**config.mk**
```make
export PLATFORM = sky130hd
export DESIGN_NAME = add_tc_pipe
export DESIGN_NICKNAME = d
export VERILOG_FILES = /design/src/rtl/add_tc_pipe.sv
export SDC_FILE = /design/constraint.sdc
export NUM_CORES = 1
export LEC_CHECK = 0
export BUFFER_PORTS_ARGS = -buffer_cell sky130_fd_sc_hd__buf_2
export CAP_MARGIN = 20
export CORE_MARGIN = 4
export CORE_UTILIZATION = 55
export DETAILED_ROUTE_END_ITERATION = 10
export PLACE_DENSITY = 0.76
export SETUP_SLACK_MARGIN = 0.15
export SLEW_MARGIN = 20
export SYNTH_ARGS = -nofsm -noshare
export SYNTH_HDL_FRONTEND = slang
export SYNTH_SLANG_ARGS = --single-unit
```
**constraint.sdc**
```tcl
create_clock -name clk -period 5.1 [get_ports clk]
set_input_delay 1.53 -clock clk [delete_from_list [all_inputs] [get_ports clk]]
set_output_delay 1.53 -clock clk [all_outputs]
set_load 0.02 [all_outputs]
```
**src/rtl/add_tc_pipe.sv**
```systemverilog
// Multi-lane two-stage pipelined two's-complement add/sub/accumulate/load unit
// with optional saturation, per-lane overflow flags and valid/ready flow control.
module add_tc_pipe #(
    parameter int W     = 8,
    parameter int LANES = 4,
    parameter int SAT   = 1
) (
    input  logic                 clk,
    input  logic                 rst_n,
    input  logic                 in_valid,
    output logic                 in_ready,
    input  logic [1:0]           mode,
    input  logic [LANES*W-1:0]   in_a,
    input  logic [LANES*W-1:0]   in_b,
    output logic                 out_valid,
    input  logic                 out_ready,
    output logic [LANES*W-1:0]   out_sum,
    output logic [LANES-1:0]     out_ovf
);

    localparam logic [W-1:0] MAXV = {1'b0, {(W-1){1'b1}}};
    localparam logic [W-1:0] MINV = {1'b1, {(W-1){1'b0}}};

    logic                 s1_valid;
    logic [1:0]           s1_mode;
    logic [LANES*W-1:0]   s1_a;
    logic [LANES*W-1:0]   s1_b;
    logic [W-1:0]         acc [LANES];
    logic                 adv2;
    logic [LANES*W-1:0]   nxt_sum;
    logic [LANES-1:0]     nxt_ovf;

    // Raw result in W+1 bits; wide enough for every mode including -(-2^(W-1)).
    function automatic logic [W:0] lane_res(input logic [1:0] m,
                                            input logic [W-1:0] a,
                                            input logic [W-1:0] b,
                                            input logic [W-1:0] c);
        logic [W:0] ea;
        logic [W:0] eb;
        logic [W:0] ec;
        logic [W:0] r;
        ea = {a[W-1], a};
        eb = {b[W-1], b};
        ec = {c[W-1], c};
        case (m)
            2'b00:   r = ea + eb;
            2'b01:   r = ea - eb;
            2'b10:   r = ec + ea;
            default: r = ea;
        endcase
        return r;
    endfunction

    assign adv2     = s1_valid & (~out_valid | out_ready);
    assign in_ready = ~s1_valid | adv2;

    for (genvar g = 0; g < LANES; g++) begin : g_lane
        logic [W:0] r;
        logic       ovf;
        assign r          = lane_res(s1_mode, s1_a[g*W +: W], s1_b[g*W +: W], acc[g]);
        assign ovf        = r[W] ^ r[W-1];
        assign nxt_ovf[g] = ovf;
        assign nxt_sum[g*W +: W] = (ovf && (SAT != 0)) ? (r[W] ? MINV : MAXV) : r[W-1:0];
    end

    always_ff @(posedge clk or negedge rst_n) begin
        if (!rst_n) begin
            s1_valid  <= 1'b0;
            s1_mode   <= 2'b00;
            s1_a      <= '0;
            s1_b      <= '0;
            out_valid <= 1'b0;
            out_sum   <= '0;
            out_ovf   <= '0;
            for (int i = 0; i < LANES; i++) begin
                acc[i] <= '0;
            end
        end else begin
            if (in_ready) begin
                s1_valid <= in_valid;
                if (in_valid) begin
                    s1_mode <= mode;
                    s1_a    <= in_a;
                    s1_b    <= in_b;
                end
            end
            if (adv2) begin
                out_valid <= 1'b1;
                out_sum   <= nxt_sum;
                out_ovf   <= nxt_ovf;
                // Modes 10 and 11 both write back the stage-2 result (load's result is a).
                if (s1_mode[1]) begin
                    for (int i = 0; i < LANES; i++) begin
                        acc[i] <= nxt_sum[i*W +: W];
                    end
                end
            end else if (out_ready) begin
                out_valid <= 1'b0;
            end
        end
    end

endmodule

```
# Yosys cells after proc, flatten, opt, wreduce, memory -nomap -nowiden
# Index checks and enable logic that the tools add are counted.
# op_classes
n_addsub	12
n_eq_ne	2
mux	14
bitwise	9
reduce_logical	4
# op_table
op	n
$pmux W9 S3	4
$add A8 B8 Y9	8
$mux W8	8
$sub A8 B8 Y9	4
$reduce_and A2 Y1	2
$xor A1 B1 Y1	4
$eq A2 B1 Y1 const B	1
$eq A2 B2 Y1 const B	1
$logic_not A2 Y1	1
$mux W1	2
$not A1 Y1	2
$or A1 B1 Y1	2
$reduce_bool A2 Y1	1
$and A1 B1 Y1	1
# word_totals
ff_bits	136
in_bits	70
output_inout_bits	38
wordCells	52

# Longest topological paths before layout
# Gate-level depths: netlist (run 1).
# logic_depth
depth_word	5
ltp_mapped	16
depth_no_buf	15

# Worst setup path before layout (run 1)
# Ideal clock, no wire load.
# synth_timing
path_type	flip-flop to flip-flop
startpoint	register s1_mode[0]
endpoint	register acc[5] in the netlist's numbering
arrival_ns	3.836
path_slack_ns	1.138
stages_incl_launch_ff	16
synth_period_minus_slack_ns	3.962
cell_sequence	dfrtp_1 -> inv_1 -> ha_1 -> buf_2 -> buf_2 -> clkbuf_1 -> or2_2 -> a22o_1 -> ha_1 -> fa_1 -> a211oi_2 -> o211ai_2 -> a211o_4 -> a31oi_4 -> o31ai_1 -> a221o_1
# synth_between
elab_chain_cells	4
word_cells_on_any_way	7
classes_between	eq/ne: 2; mux: 3; bitwise: 1; reduce/logical: 1
# synth_rtl
element	line	rtl
start: declaration	25	logic [1:0] s1_mode;
start signal: assignment	82	s1_mode <= mode;
$eq A2 B2 Y1, or another cell as far along	45	case (m)
$pmux W9 S3 (*)	45	
$mux W8 or $xor A1 B1 Y1 (tied branches)	63, 61	
$mux W8 (*)	63	assign nxt_sum[g*W +: W] = (ovf && (SAT != 0)) ? (r[W] ? MINV : MAXV) : r[W-1:0];
end signal: indexed assignment	94	acc[i] <= nxt_sum[i*W +: W];
end: declaration	28	logic [W-1:0] acc [LANES];
# Mark *: on every way between the ends. The rest lies on a longest branch, timed or not.
# A chain may end at the register's enable or synchronous reset.

# Worst setup path in the final report (run 1)
# layout_timing
startpoint	register s1_mode[0]
endpoint	register out_sum[4]
# layout_between
elab_chain_cells	4
word_cells_on_any_way	7
classes_between	eq/ne: 2; mux: 3; bitwise: 1; reduce/logical: 1
# layout_rtl
element	line	rtl
$eq A2 B2 Y1, or another cell as far along	45	
$pmux W9 S3 (*)	45	
$mux W8 or $xor A1 B1 Y1 (tied branches)	63, 61	
$mux W8 (*)	63	
end signal: assignment	89	out_sum <= nxt_sum;
end: declaration	17	output logic [LANES*W-1:0] out_sum,
# Marked as above.

==> results of run 1 <==
## metal layers
| metal | wire length, um | share of wire | GRT usage | vias up |
|---|---|---|---|---|
| met4 | 565 | 0.023 | 0.0956 | 0 |
| met2 | 11500 | 0.48 | 0.441 | 313 |
| met1 | 10400 | 0.43 | 0.362 | 3830 |
| met5 | 0 | 0 | 0 | - |
| li1 | - | - | - | 3710 |
| met3 | 1570 | 0.065 | 0.0488 | 47 |
## cell families after synthesis
| logic type | Yosys count |
|---|---|
| adders and majority gates | 44 |
| DFF | 136 |
| muxes | 71 |
| xor gates and xnor gates | 24 |
| and+or+nand+nor | 246 |
| AOI/OAI and AO/OA | 330 |
| buffers and inverters | 80 |
## where the power goes
part	switching [W]	internal [W]
clock network	0.000494	0.000807
logic	0.00187	0.00124
registers	0.000288	0.00143
## registers in the layout, summed over array words and instances (netlist names)
signal,cells
s1_valid,1
s1_b,32
s1_mode,2
out_valid,1
out_ovf,4
out_sum,32
s1_a,32
acc,32
## final cells by class
type                            count  area [um2]  area share
Clock buffer                       21         470      0.0461
Clock inverter                     11         146      0.0143
Inverter                           31         116      0.0114
Multi-Input combinational cell    715        5130       0.503
Sequential cell                   136        3400       0.333
Tap cell                          216         270      0.0265
Timing Repair Buffer              124         669      0.0656
## synth_stat cells, types with 3 or more instances
library cell,n,area share
dfrtp_1,136,0.38
o21ai_0,75,0.042
nor2_1,73,0.031
mux2_2,68,0.087
a21oi_1,67,0.038
nand2_1,64,0.027
ha_1,40,0.057
clkbuf_1,38,0.016
nor3_1,37,0.021
a211oi_1,34,0.029
inv_1,31,0.013
a31oi_1,15,0.011
and3_1,15,0.011
o31ai_1,13,0.011
a221o_1,12,0.014
nand2b_1,12,0.0085
xnor2_1,12,0.012
a21o_1,11,0.0093
o211ai_1,10,0.0085
a22oi_1,9,0.0076
o21bai_1,8,0.0068
xor2_1,8,0.0079
a222oi_1,7,0.0079
a22o_1,7,0.0069
buf_2,7,0.0040
nor2b_1,7,0.0050
nor4_1,7,0.0050
o21ai_1,7,0.0040
o22ai_1,7,0.0050
a221oi_1,6,0.0059
a311oi_1,5,0.0050
a211oi_2,4,0.0057
fa_1,4,0.0091
o211a_1,4,0.0045
or3_1,4,0.0028
a2111o_1,3,0.0038
and2_1,3,0.0021
buf_1,3,0.0013
mux2i_1,3,0.0034
nand3_1,3,0.0017
o2111a_1,3,0.0038
## cell usage in the layout (no fill, tap or decap), types with 8 or more instances in the layout
master     synthesis  final
dfrtp_1          136    136
buf_2              7    106
o21ai_0           75     75
nor2_1            73     73
mux2_2            68     68
a21oi_1           67     67
nand2_1           64     62
ha_1              40     38
nor3_1            37     37
a211oi_1          34     34
inv_1             31     31
clkbuf_16          0     17
buf_4              0     17
and3_1            15     15
a31oi_1           15     15
o31ai_1           13     13
nand2b_1          12     12
a221o_1           12     12
xnor2_1           12     12
a21o_1            11     11
o211ai_1          10     10
a22oi_1            9      9
o21bai_1           8      8
xor2_1             8      8
## through the flow
| stage | instances | hold slack [ns] | power (W) |
|---|---|---|---|
| floorplan | 931 | 0.448 | 0.00396 |
| global placement | 1222 | 0.460 | 0.00472 |
| detailed placement | 1222 | 0.465 | 0.00478 |
| CTS | 1254 | 0.480 | 0.00610 |
| global route | 1254 | 0.500 | 0.00654 |
| finish | 1254 | 0.478 | 0.00613 |
## worst max-delay path: cells and delay by family, from the launching register on
family | cells | cell delay [ns]
DFF | 1 | 0.43
buffers and inverters | 4 | 0.82
AOI/OAI and AO/OA | 5 | 1.38
muxes | 1 | 0.27
adders and majority gates | 2 | 1.09
and+or+nand+nor | 3 | 0.33
## worst paths after layout
path                                    end  slack (ns)  cells past startpoint
min in group asynchronous       out_sum[22]        1.13                      1
worst min register to register  out_sum[23]        0.48                      2
max in group asynchronous           s1_a[3]        3.05                      2
worst max-delay path             out_sum[4]        0.61                     15
worst max register to register   out_sum[4]        0.61                     15
worst min-delay path            out_sum[23]        0.48                      2
==> run metrics, run 1 <==
full die area=18200 um2; Yosys warnings=0; largest family of logic cells by synthesized area=compound AO/OA/AOI/OAI gates; Worst Setup SP=s1_mode[0]; Nets=around 1100; vias per inst=approximately 6.3; VDD IR max=between 0.3 and 0.4 mV; Critical Path Start Type=flip-flop; Rel. slew slack=0.431; wire per inst=~19 um; die height=approximately 130 um; gr usage total=0.270; number of global-route vias before repair=roughly 7700; Hold Vio Cnt, Final=0; worst-margin pin slew=around 0.84 ns; #FFs+latches synth=between 100 and 150; crit end category=flip-flop; Main synth FF type=dfrtp_1; area of the core=15800 um2; vias=7900; # IOs=approximately 110; number of synthesized flops with an enable pin=0; P&R area growth vs syn=15.4%; CTS Hold Bufs=0; first-pass GRT wire length=roughly 39 mm; Initial Util=0.559; status=complete, no violations; synthesized area=8840 um2; hpwl dp=16.8 mm; Max Buffers Root-to-Sink=2; slowest stage cell, crit path=ha_2; HP Start=out_sum[23]; Post-Layout Inst Area=10200 um2; Synth Area in Adders=0.0656; CP Cell Sequence=inv_1 -> ha_2 -> buf_4 -> nor2_1 -> mux2_2 -> a222oi_1 -> inv_1 -> ha_1 -> o211ai_1 -> and3_1 -> a211oi_2 -> buf_4 -> nor2_1 -> a221oi_1 -> o31ai_1; Synthesized Nets=roughly 1000; Fin Setup TNS=0 ns; setup violators final=0; Simple-Gate Fraction of Synth Area=0.137; Critical Path RT=approximately 5.4 ns; residual DRC count=0; Final Util=0.645; DP Area=approximately 9600 um2; Synth Instances=931; compound-cell area share of the yosys netlist=0.256; RSZ-0062 raised after global routing=false; largest net degree at the start of global routing=77; Peak Freq=0.223 GHz; fin. max-slew vios=0; Synth async-reset ratio=1.00; skew final=around 0.011 ns; static leakage=about 4.5 nW; data arrival time of the worst path=4.78 ns; DIE WIDTH=about 130 um; PortBufs=about 110; Final period util=0.880; WL final=24.1 mm; Setup Slack @ Placement=approximately 0.7 ns; synth unique cells=81; worst r2r src=s1_mode[0]; root buf cell=clkbuf_16; pwr dens=600 nW/um2; share of layout cells above drive strength 1=0.242; htree depth=4; Worst Hold Class=reg2reg; GPL Wtd Cong=0.910; DR iter-0 viols=between 800 and 900; max cap viols=0; Clk Latency, worst-skew pair=0.44 ns; CTS sink cnt=between 100 and 150; Tmin final=4.49 ns; total congestion overflow=0; syn_area_per_cell=roughly 9.5 um2; CTS Buf Count=17; Post-Synth XOR/XNOR Area=0.0303; diode count=0; sequential share of the synthesized area=0.385; critical-path maximum fanout=34; TritonRoute pass-1 iters=5; Worst Setup Slack, final=around 0.61 ns; kind of critical path=reg2reg; post-cts gate resize count=0; mux cell area share after synthesis=0.0900; fill count=about 1300; antenna violations before repair=0; post-route ant nets=0; Largest stage delay, worst path=about 0.71 ns; Clock Pin Slew Worst Setup and Hold Paths=approximately 0.06 ns; CTS tree=done; post-CTS setup buffers=0; # rows=between 40 and 50
No activity file was read; power rests on OpenSTA's default activity.
==> run 2: changes to the inputs <==
--- a/config.mk
+++ b/config.mk
@@ -5,7 +5,7 @@
 export SDC_FILE = /design/constraint.sdc
 export NUM_CORES = 1
 export LEC_CHECK = 0
-export BUFFER_PORTS_ARGS = -buffer_cell sky130_fd_sc_hd__buf_2
+export BUFFER_PORTS_ARGS = -buffer_cell sky130_fd_sc_hd__clkbuf_2
 export CAP_MARGIN = 20
 export CORE_MARGIN = 4
 export CORE_UTILIZATION = 55
==> run metrics, run 2 (synthesis results as in run 1) <==
count of buffer and inverter cells on the critical path=4 (unchanged); Fin Setup TNS=0 ns (unchanged); Worst Hold End=out_sum[15]; sw power=0.00267 W (+0.89%); slowest stage cell, crit path=ha_2; Largest stage delay, worst path=0.69 ns (-0.02 ns); DIE WIDTH=135 um (unchanged); worst-margin pin slew=0.770 ns (-0.0720 ns); residual DRC count=0 (unchanged); PortBufs=107 (unchanged); vias=7861 (-0.49%); share of layout cells above drive strength 1=0.244 (+0.00242); Register Area=3400 um2 (unchanged); Sequential Power Share=0.279 (about the same); non-filler cells, final=1256 (+0.16%); Max Buffers Root-to-Sink=2 (unchanged); Peak Freq=0.222 GHz (-0.22%); CTS sink cnt=136 (unchanged); fin. max-slew vios=0 (unchanged); TritonRoute pass-1 iters=6 (+1); Clk Latency, worst-skew pair=0.44 ns (about the same); Clk pwr share=0.215 (+0.003); HP Start=out_sum[15]; pwr dens=602 nW/um2 (+0.34%); Tmin final=4.50 ns (+0.00992 ns); setup violators final=0 (unchanged); post-route ant nets=0 (unchanged); Clock Pin Slew Worst Setup and Hold Paths=0.06 ns (about the same); worst r2r src=s1_mode[0]; Final period util=0.882 (+0.00194); # IOs=108 (unchanged); most frequent cells in the layout=136 x dfrtp_1, 106 x clkbuf_2, 75 x o21ai_0; WL final=24.0 mm (-0.29%); largest net degree at the start of global routing=76 (-1.3%); VDD IR max=0.410 mV (+31%); post-cts gate resize count=0 (unchanged); CTS Hold Bufs=0 (unchanged); Final Util=0.647 (+0.00198); leading cell type in the layout, fill and taps excluded=dfrtp_1; Worst Hold Class=reg2reg; static leakage=4.51 nW (+0.70%); die height=135 um (unchanged); internal power=0.00349 W (+0.46%); kind of critical path=reg2reg; Worst Setup Slack, final=0.604 ns (-0.00992 ns); dpl cells=1225 (+0.25%); Worst Reg2Reg Path Length in Cells=15 (unchanged); data arrival time of the worst path=4.79 ns (about the same); Reg2Reg Capture Point=acc[28]; DR iter-0 viols=783 (-6.8%); max cap viols=0 (unchanged); root buf cell=clkbuf_16; vias per inst=6.26 (-0.65%); Hold Vio Cnt, Final=0 (unchanged); # rows=46 (unchanged); fill count=1317 (+0.15%); number of global-route vias before repair=7638 (-0.22%); hpwl dp=17.1 mm (+2.2%); diode count=0 (unchanged); crit end category=flip-flop; Net Sw Frac=0.433 (+0.00104); critical-path maximum fanout=34 (unchanged); hold path depth=2 (unchanged); wire per inst=19.1 um (-0.45%); Nets=1142 (+0.26%); GPL Wtd Cong=0.894 (-1.8%); worst reg-to-reg setup slack=0.60 ns (about the same); total congestion overflow=0 (unchanged); status=complete, no violations; skew final=0.0121 ns (+0.000654 ns); CTS Buf Count=17 (unchanged); Critical Path RT=5.40 ns (about the same); antenna violations before repair=0 (unchanged); Rel. slew slack=0.485 (+0.0533); first-pass GRT wire length=39.2 mm (+0.89%); CTS tree=done; gr usage total=0.271 (+0.00174); CP Cell Sequence=inv_1 -> ha_2 -> buf_4 -> a211oi_1 -> a31o_2 -> a222oi_1 -> inv_1 -> ha_1 -> o211ai_1 -> and3_1 -> a211oi_2 -> buf_4 -> nor2_1 -> a221oi_1 -> o31ai_1; RSZ-0062 raised after global routing=false; Multi-input gate area=5130 um2 (unchanged); Critical Path Start Type=flip-flop; Initial Util=0.559 (unchanged); full die area=18200 um2 (unchanged); htree depth=4 (unchanged); critical path's top delay family=compound AO/OA/AOI/OAI gates; combinational fraction of design power=0.506 (-0.002); P&R area growth vs syn=15.8%; Setup Slack @ Placement=0.704 ns (+0.00662 ns); Tot Pwr=0.00617 W (+0.65%); area of the core=15800 um2 (unchanged); post-CTS setup buffers=0 (unchanged)
## run 2: cell count changes in the layout (fill, tap and decap cells not counted)
cell        previous run  this run
buf_2                106         0
buf_4                 17        20
bufinv_16              3         4
clkbuf_1               1         0
clkbuf_2               0       106
clkbuf_8               3         0
clkinv_2               3         1
clkinv_4               3         4
clkinvlp_4             2         3
inv_6                  0         2
## run 2: worst max path at each step
stage	from	depth (start not counted)	slack [ns]	end
detailed placement	s1_mode[0]	13	0.70	acc[28]
finish	s1_mode[0]	15	0.60	acc[28]
global placement	s1_mode[0]	15	0.84	acc[28]
CTS	s1_mode[0]	15	0.67	acc[28]
floorplan	s1_mode[0]	15	1.14	acc[5]
global route	s1_mode[0]	14	0.16	out_sum[9]
## run 2: final cells by class
| class | instances | area share |
|---|---|---|
| sequential | 136 | 0.332 |
| timing repair buffer | 127 | 0.0676 |
| inverter | 31 | 0.0114 |
| tap | 216 | 0.0264 |
| multi-input combinational | 715 | 0.501 |
| clock buffer | 17 | 0.0415 |
| clock inverter | 14 | 0.0195 |
## run 2: per-stage QoR
step | instance area, um2 | hold WS, ns
global placement | 9620 | 0.462
floorplan | 8840 | 0.448
global route | 10200 | 0.520
CTS | 10200 | 0.485
finish | 10200 | 0.480
detailed placement | 9620 | 0.470
## run 2: worst reg2reg max path: stages (launching register included)
cell      delay, ns
dfrtp_1        0.41
inv_1          0.07
ha_2           0.69
buf_4          0.40
a211oi_1       0.10
a31o_2         0.22
a222oi_1       0.23
inv_1          0.08
ha_1           0.41
o211ai_1       0.14
and3_1         0.19
a211oi_2       0.54
buf_4          0.26
nor2_1         0.06
a221oi_1       0.44
o31ai_1        0.12
## run 2: routing by layer
metal	routed length, um	GRT usage
met5	0	0
met4	594	0.102
met3	1540	0.0462
met2	11400	0.435
met1	10500	0.371
## run 2: power groups by stage
stage,Sequential (W),Clock (W),Combinational [W]
floorplan,0.00180,0,0.00216
global placement,0.00172,0,0.00299
detailed placement,0.00173,0,0.00307
CTS,0.00171,0.00134,0.00310
global route,0.00175,0.00139,0.00345
finish,0.00172,0.00133,0.00312
